File: config.mk
export PLATFORM = sky130hd
export DESIGN_NAME = seg_page_scheduler
export DESIGN_NICKNAME = d
export VERILOG_FILES = /design/src/rtl/seg_pkg.sv /design/src/rtl/bin7_to_bcd3.sv /design/src/rtl/seg_page_scheduler.sv
export SDC_FILE = /design/constraint.sdc
export NUM_CORES = 1
export LEC_CHECK = 0
export CAP_MARGIN = 20
export CORE_MARGIN = 1
export CORE_UTILIZATION = 35
export DETAILED_ROUTE_END_ITERATION = 6
export PLACE_DENSITY = 0.64
export SLEW_MARGIN = 20
export SYNTH_ARGS = -nofsm -noshare
export SYNTH_HDL_FRONTEND = slang
export SYNTH_SLANG_ARGS = --single-unit
File: constraint.sdc
create_clock -name clk -period 3.7 [get_ports clk]
set_clock_uncertainty 0.2 [all_clocks]
set_input_delay 0.555 -clock clk [delete_from_list [all_inputs] [get_ports clk]]
set_output_delay 0.555 -clock clk [all_outputs]
set_load 0.01 [all_outputs]
File: src/rtl/seg_pkg.sv
// Shared page encoding, glyph constants and helpers for the 8-digit page scheduler.
package seg_pkg;

    typedef enum logic [1:0] {
        PG_SCORE = 2'd0,
        PG_BEST  = 2'd1,
        PG_TIME  = 2'd2,
        PG_FLASH = 2'd3
    } page_e;

    localparam logic [7:0] GL_S     = 8'h6D;
    localparam logic [7:0] GL_B     = 8'h7C;
    localparam logic [7:0] GL_T     = 8'h78;
    localparam logic [7:0] GL_BLANK = 8'h00;

    // Segment pattern {dp,g,f,e,d,c,b,a} for one BCD digit; dp is never lit.
    function automatic logic [7:0] glyph(input logic [3:0] bcd);
        logic [7:0] g;
        case (bcd)
            4'd0:    g = 8'h3F;
            4'd1:    g = 8'h06;
            4'd2:    g = 8'h5B;
            4'd3:    g = 8'h4F;
            4'd4:    g = 8'h66;
            4'd5:    g = 8'h6D;
            4'd6:    g = 8'h7D;
            4'd7:    g = 8'h07;
            4'd8:    g = 8'h7F;
            4'd9:    g = 8'h6F;
            default: g = GL_BLANK;
        endcase
        return g;
    endfunction

    // Counter width for a modulus; never below one bit so a modulus of 1 stays legal.
    function automatic int unsigned cnt_w(input int unsigned n);
        return (n > 1) ? $clog2(n) : 1;
    endfunction

endpackage

File: src/rtl/bin7_to_bcd3.sv
// Combinational 7-bit binary to three BCD digits using shift-and-add-3.
module bin7_to_bcd3 (
    input  logic [6:0] bin_i,
    output logic [3:0] hund_o,
    output logic [3:0] tens_o,
    output logic [3:0] ones_o
);

    logic [11:0] bcd;

    always_comb begin
        bcd = '0;
        for (int i = 6; i >= 0; i--) begin
            if (bcd[3:0]  > 4'd4) bcd[3:0]  = bcd[3:0]  + 4'd3;
            if (bcd[7:4]  > 4'd4) bcd[7:4]  = bcd[7:4]  + 4'd3;
            if (bcd[11:8] > 4'd4) bcd[11:8] = bcd[11:8] + 4'd3;
            bcd = {bcd[10:0], bin_i[i]};
        end
    end

    assign hund_o = bcd[11:8];
    assign tens_o = bcd[7:4];
    assign ones_o = bcd[3:0];

endmodule

File: src/rtl/seg_page_scheduler.sv
// Rotates score / best / time pages onto a multiplexed 8-digit display; a flash page
// overrides rotation after a new best score. All page state changes only at frame boundaries.
//
//  state    | meaning
//  PG_SCORE | current score, glyph S
//  PG_BEST  | best score, glyph b (only while game_over)
//  PG_TIME  | remaining seconds, glyph t
//  PG_FLASH | current score with glyph S, blinking, for FLASH_FRAMES frames
module seg_page_scheduler
    import seg_pkg::*;
#(
    parameter int unsigned SCAN_DIV     = 10000,
    parameter int unsigned DWELL_FRAMES = 250,
    parameter int unsigned FLASH_FRAMES = 500,
    parameter int unsigned BLINK_FRAMES = 60
) (
    input  logic       clk,
    input  logic       nRST,
    input  logic [6:0] score,
    input  logic [6:0] best_score,
    input  logic [6:0] time_left,
    input  logic       game_over,
    input  logic       flash_req,
    output logic [7:0] SEG_COM,
    output logic [7:0] SEG_DATA,
    output logic [1:0] page
);

    localparam int unsigned PW = cnt_w(SCAN_DIV);
    localparam int unsigned DW = cnt_w(DWELL_FRAMES);
    localparam int unsigned FW = cnt_w(FLASH_FRAMES);
    localparam int unsigned BW = cnt_w(BLINK_FRAMES);

    localparam logic [PW-1:0] PRE_TC   = PW'(SCAN_DIV - 1);
    localparam logic [DW-1:0] DWELL_TC = DW'(DWELL_FRAMES - 1);
    localparam logic [FW-1:0] FLASH_TC = FW'(FLASH_FRAMES - 1);
    localparam logic [BW-1:0] BLINK_TC = BW'(BLINK_FRAMES - 1);

    logic [PW-1:0] presc_q, presc_d;
    logic [2:0]    digit_q, digit_d;
    page_e         page_q, page_d;
    logic [DW-1:0] dwell_q, dwell_d;
    logic [FW-1:0] flash_q, flash_d;
    logic [BW-1:0] blink_q, blink_d;
    logic          blink_ph_q, blink_ph_d;
    logic          pend_q, pend_d;
    logic [6:0]    snap_q, snap_d;
    logic [7:0]    seg_com_q, seg_com_d;
    logic [7:0]    seg_data_q, seg_data_d;

    logic          tick, frame_end, flash_now;
    logic [3:0]    hund, tens, ones;
    logic [7:0]    digit_glyph;

    bin7_to_bcd3 u_bcd (
        .bin_i  (snap_q),
        .hund_o (hund),
        .tens_o (tens),
        .ones_o (ones)
    );

    always_comb begin
        tick       = (presc_q == PRE_TC);
        frame_end  = tick && (digit_q == 3'd7);
        presc_d    = tick ? '0 : presc_q + PW'(1);
        digit_d    = tick ? digit_q + 3'd1 : digit_q;

        digit_glyph = GL_BLANK;
        case (digit_q)
            3'd7: digit_glyph = (page_q == PG_BEST) ? GL_B :
                                (page_q == PG_TIME) ? GL_T : GL_S;
            3'd2: if (hund != 4'd0) digit_glyph = glyph(hund);
            3'd1: if (hund != 4'd0 || tens != 4'd0) digit_glyph = glyph(tens);
            3'd0: digit_glyph = glyph(ones);
            default: digit_glyph = GL_BLANK;
        endcase
        if (page_q == PG_FLASH && blink_ph_q) digit_glyph = GL_BLANK;

        seg_com_d  = tick ? ~(8'd1 << digit_q) : seg_com_q;
        seg_data_d = tick ? digit_glyph : seg_data_q;
    end

    // Page FSM: evaluated only on the tick that ends digit 7, so a frame never tears.
    always_comb begin
        page_d     = page_q;
        dwell_d    = dwell_q;
        flash_d    = flash_q;
        blink_d    = blink_q;
        blink_ph_d = blink_ph_q;
        snap_d     = snap_q;
        flash_now  = pend_q | flash_req;
        pend_d     = flash_now;

        if (frame_end) begin
            pend_d = 1'b0;
            if (flash_now) begin
                page_d     = PG_FLASH;
                flash_d    = '0;
                blink_d    = '0;
                blink_ph_d = 1'b0;
            end else begin
                case (page_q)
                    PG_SCORE: if (dwell_q == DWELL_TC) page_d = game_over ? PG_BEST : PG_TIME;
                    PG_BEST: begin
                        if (!game_over)                page_d = PG_SCORE;
                        else if (dwell_q == DWELL_TC)  page_d = PG_TIME;
                    end
                    PG_TIME:  if (dwell_q == DWELL_TC) page_d = PG_SCORE;
                    PG_FLASH: begin
                        if (flash_q == FLASH_TC) begin
                            page_d = PG_SCORE;
                        end else begin
                            flash_d = flash_q + FW'(1);
                            if (blink_q == BLINK_TC) begin
                                blink_d    = '0;
                                blink_ph_d = ~blink_ph_q;
                            end else begin
                                blink_d = blink_q + BW'(1);
                            end
                        end
                    end
                    default: page_d = PG_SCORE;
                endcase
            end

            if (flash_now || page_d != page_q) dwell_d = '0;
            else if (page_q != PG_FLASH)       dwell_d = dwell_q + DW'(1);

            case (page_d)
                PG_BEST: snap_d = best_score;
                PG_TIME: snap_d = time_left;
                default: snap_d = score;
            endcase
        end
    end

    always_ff @(posedge clk or negedge nRST) begin
        if (!nRST) begin
            presc_q    <= '0;
            digit_q    <= '0;
            page_q     <= PG_SCORE;
            dwell_q    <= '0;
            flash_q    <= '0;
            blink_q    <= '0;
            blink_ph_q <= 1'b0;
            pend_q     <= 1'b0;
            snap_q     <= '0;
            seg_com_q  <= 8'hFF;
            seg_data_q <= 8'h00;
        end else begin
            presc_q    <= presc_d;
            digit_q    <= digit_d;
            page_q     <= page_d;
            dwell_q    <= dwell_d;
            flash_q    <= flash_d;
            blink_q    <= blink_d;
            blink_ph_q <= blink_ph_d;
            pend_q     <= pend_d;
            snap_q     <= snap_d;
            seg_com_q  <= seg_com_d;
            seg_data_q <= seg_data_d;
        end
    end

    assign SEG_COM  = seg_com_q;
    assign SEG_DATA = seg_data_q;
    assign page     = page_q;

endmodule

==> out/qor.yml, run 1 <==
routing:
  drtPass1Iterations: 5
  viasPerCell: 5.53
  drt-met1-wl_um: 5980
  wl_per_cell_um: 15.5
  drc: 0
  wl_met3_um: 469
  antenna_left: 0
  vias: 4604
  drt_iter0_markers: 339
  drt_wl_total_um: 12900
  wl_met2_um: 6330
  top_layer_used: "met4"
sta:
  final-setup-viol-count: 1
  post-route-period-util: 1.00
  fin_ws_ns: -0.00902
  rsz0062_at_grt: "yes"
  holdWs_ns: 0.0214
  finalCriticalPeriod_ns: 3.71
  tightest_slew_ns: 0.664
  slew_violations: 0
  slew_headroom: 0.556
  clock.fmax_ghz: 0.270
  hold_viol: 0
global_routing:
  antenna_found_initial: 0
  grt.total_usage: 0.182
  grt_pass1_vias: 4457
  grt_max_degree: 47
  grt_pass1_wl_um: 21800
  grt-ovfl-total: 0
pwr:
  power_density_nw_per_um2: 263
  leakagePower_nw: 2.68
  ir_worst_vdd_uv: 286
  power_w: 0.00166
floorplanning:
  die-width_um: 122
  fp.dieH_um: 122
  core-area_um2: 14000
  die-area_um2: 15000
  row_count: 43
  initial_core_util: 0.362
  ioPinCount: 43
setup_path:
  r2r_start: "snap_q[5]$_DFFE_PN0P_"
  crit_path_start_kind: "flip-flop"
  r2r_end: "SEG_DATA[1]$_DFFE_PN0N_"
  cp_data_required_time_ns: 3.78
  critPathMaxFanout: 5
  rrSetupSlack_ns: -0.009
  crit_type: "flip-flop to flip-flop"
  endpoint: "SEG_DATA[1]$_DFFE_PN0N_"
  startpoint: "snap_q[5]$_DFFE_PN0P_"
  rr_worst_depth: 19
  worstSetupEndpointType: "flip-flop"
  critPathArrivalTime_ns: 3.78
clock_network:
  clk-insertion-delay-late_ns: 0.33
  cts_tree: "done"
  cts_buffers: 9
  ctsHoldBuffers: 0
  htreeDepth: 3
  cts_sinks: 66
  clk_pin_slew_ns: 0.06
  cts_max_path_buffers: 2
  cts-root-buf: "clkbuf_16"
finish:
  fin_area_um2: 6330
  antenna_cells: 0
  drive_gt1_frac: 0.189
  nets: 705
  syn_to_final_growth_pct: 24.6
synth:
  synth_flop_cell: "dfrtp_1"
  netlist_area_um2: 5080
  yosys_warnings: 0
  yosysUniqueCellTypes: 89
  async_flop_share: 1.00
  ys_seq_area_frac: 0.327
  synth.avg_cell_area_um2: 8.69
  synth_nets: 642
  syn_inst: 584
  synth_edf_count: 0
  ys_ff_latch: 66
worst_hold_path:
  hold_path.class: "primary input to async pin"
run_status:
  run_status: "finished with violations"
  violations: "setup timing"
placed_design:
  place_area_um2: 5890
  place.gp.congestion: 0.899
  io_buffers: 41
  hpwl_um: 9480
flow_run:
  maxCapViolCount: 0
## how the worst min path moves through the flow
stage                               startpoint                 endpoint  depth (start not counted)
after floorplan                           nRST  SEG_DATA[0]$_DFFE_PN0N_                          0
after global placement    presc_q[0]$_DFF_PN0_     presc_q[0]$_DFF_PN0_                          1
after detailed placement  presc_q[0]$_DFF_PN0_     presc_q[0]$_DFF_PN0_                          1
after CTS                                 nRST     presc_q[7]$_DFF_PN0_                          1
after global routing                      nRST     presc_q[6]$_DFF_PN0_                          1
final                                     nRST     presc_q[6]$_DFF_PN0_                          1
## repair_timing
item / CTS / global route
setup endpoints to repair: 0 / 7
resized for setup: 0 / 17
buffers inserted: 0 / 8
hold endpoints to repair: 0 / 0
## stage by stage
stage / util / cells / TNS, ns / worst slack (ns)
after global routing: 0.451 / 832 / -0.735 / -0.137
final: 0.451 / 832 / -0.00902 / -0.00902
after CTS: 0.441 / 824 / 0 / 0.0179
after global placement: 0.419 / 808 / 0 / 0.102
after detailed placement: 0.419 / 808 / 0 / 0.0270
after floorplan: - / 584 / -0.0187 / -0.0187
## area by class of cell
cell class	count	area, um^2
Clock buffer	9	225
Clock inverter	7	77.6
Fill cell	1344	7710
Inverter	27	109
Multi-Input combinational cell	459	3270
Sequential cell	66	1660
Tap cell	180	225
Timing Repair Buffer	84	759
## cell families after synthesis
logic type,Yosys count,synth area share
muxes,5,0.0101
and+or+nand+nor,213,0.209
xor gates and xnor gates,32,0.0619
AOI/OAI and AO/OA,174,0.247
DFF,66,0.327
adders and majority gates,34,0.0833
buffers and inverters,59,0.0609
other,1,0.000739
## routing by layer
metal,vias up,GRT usage
li1,2241,-
met1,2229,0.245
met2,117,0.299
met3,17,0.0288
met4,0,0.0541
met5,-,0
## worst max-delay path, cell delays in order, from the launching register on
cell and delay (ns):
dfrtp_1 0.40, inv_4 0.08, ha_4 0.14, inv_2 0.04, ha_4 0.18, buf_6 0.14
xnor2_4 0.27, nand3_2 0.11, o221ai_2 0.15, a211o_1 0.18, inv_2 0.05, ha_4 0.15
or4_4 0.50, nand2_4 0.10, inv_4 0.05, ha_4 0.16, o211a_4 0.14, a221oi_4 0.33
o21a_1 0.19, a211o_1 0.09
## cells in the mapped netlist, drive strengths merged (5+ instances only)
library cell | number | area [um^2]
nand2 | 56 | 213
nor4 | 5 | 31.3
dfrtp | 58 | 1450
nand4 | 10 | 62.6
nor3 | 10 | 50.1
o31ai | 8 | 78.8
nand2b | 11 | 68.8
a211oi | 7 | 57.6
clkbuf | 11 | 41.3
ha | 33 | 413
and2 | 5 | 35.0
o211ai | 6 | 50.1
inv | 27 | 101
a22oi | 10 | 80.1
dfstp | 8 | 210
xnor2 | 14 | 149
buf | 21 | 166
o21ai | 47 | 235
nor2b | 10 | 62.6
a31oi | 7 | 50.1
a21o | 7 | 52.6
and3 | 6 | 37.5
nor2 | 60 | 233
xor2 | 18 | 165
o2111ai | 6 | 58.8
nand3 | 22 | 110
a21oi | 31 | 155
## registers in the layout, indices dropped and copies added (netlist names)
| name | cells |
|---|---|
| presc_q | 14 |
| blink_q | 6 |
| SEG_COM | 8 |
| flash_q | 9 |
| dwell_q | 8 |
| page | 2 |
| snap_q | 7 |
| pend_q | 1 |
| blink_ph_q | 1 |
| digit_q | 3 |
| SEG_DATA | 7 |
## power breakdown
group,switching (W),total [W],internal [W]
Sequential,0.0000107,0.000743,0.000732
Clock,0.000338,0.000864,0.000526
Combinational,0.0000257,0.0000576,0.0000319
## cells in the final DEF (no fill, tap or decap), types with 7 or more instances in the layout
cell             instances
dfrtp_1                 58
nor2_1                  56
nand2_1                 54
o21ai_0                 43
buf_4                   41
clkdlybuf4s50_1         40
a21oi_1                 30
ha_1                    27
nand3_1                 21
inv_1                   20
xor2_1                  16
xnor2_1                 12
nand2b_1                10
nor3_1                  10
nand4_1                 10
nor2b_1                 10
clkbuf_16                9
dfstp_2                  8
a22oi_1                  8
a21o_1                   7
Note: power is estimated with default switching activity, not from simulation.
==> run 2: changes to the inputs <==
- CTS_CLUSTER_DIAMETER: unset -> 150
==> results of run 2 <==
No change in the layout: final DEF, timing and power equal those of run 1.
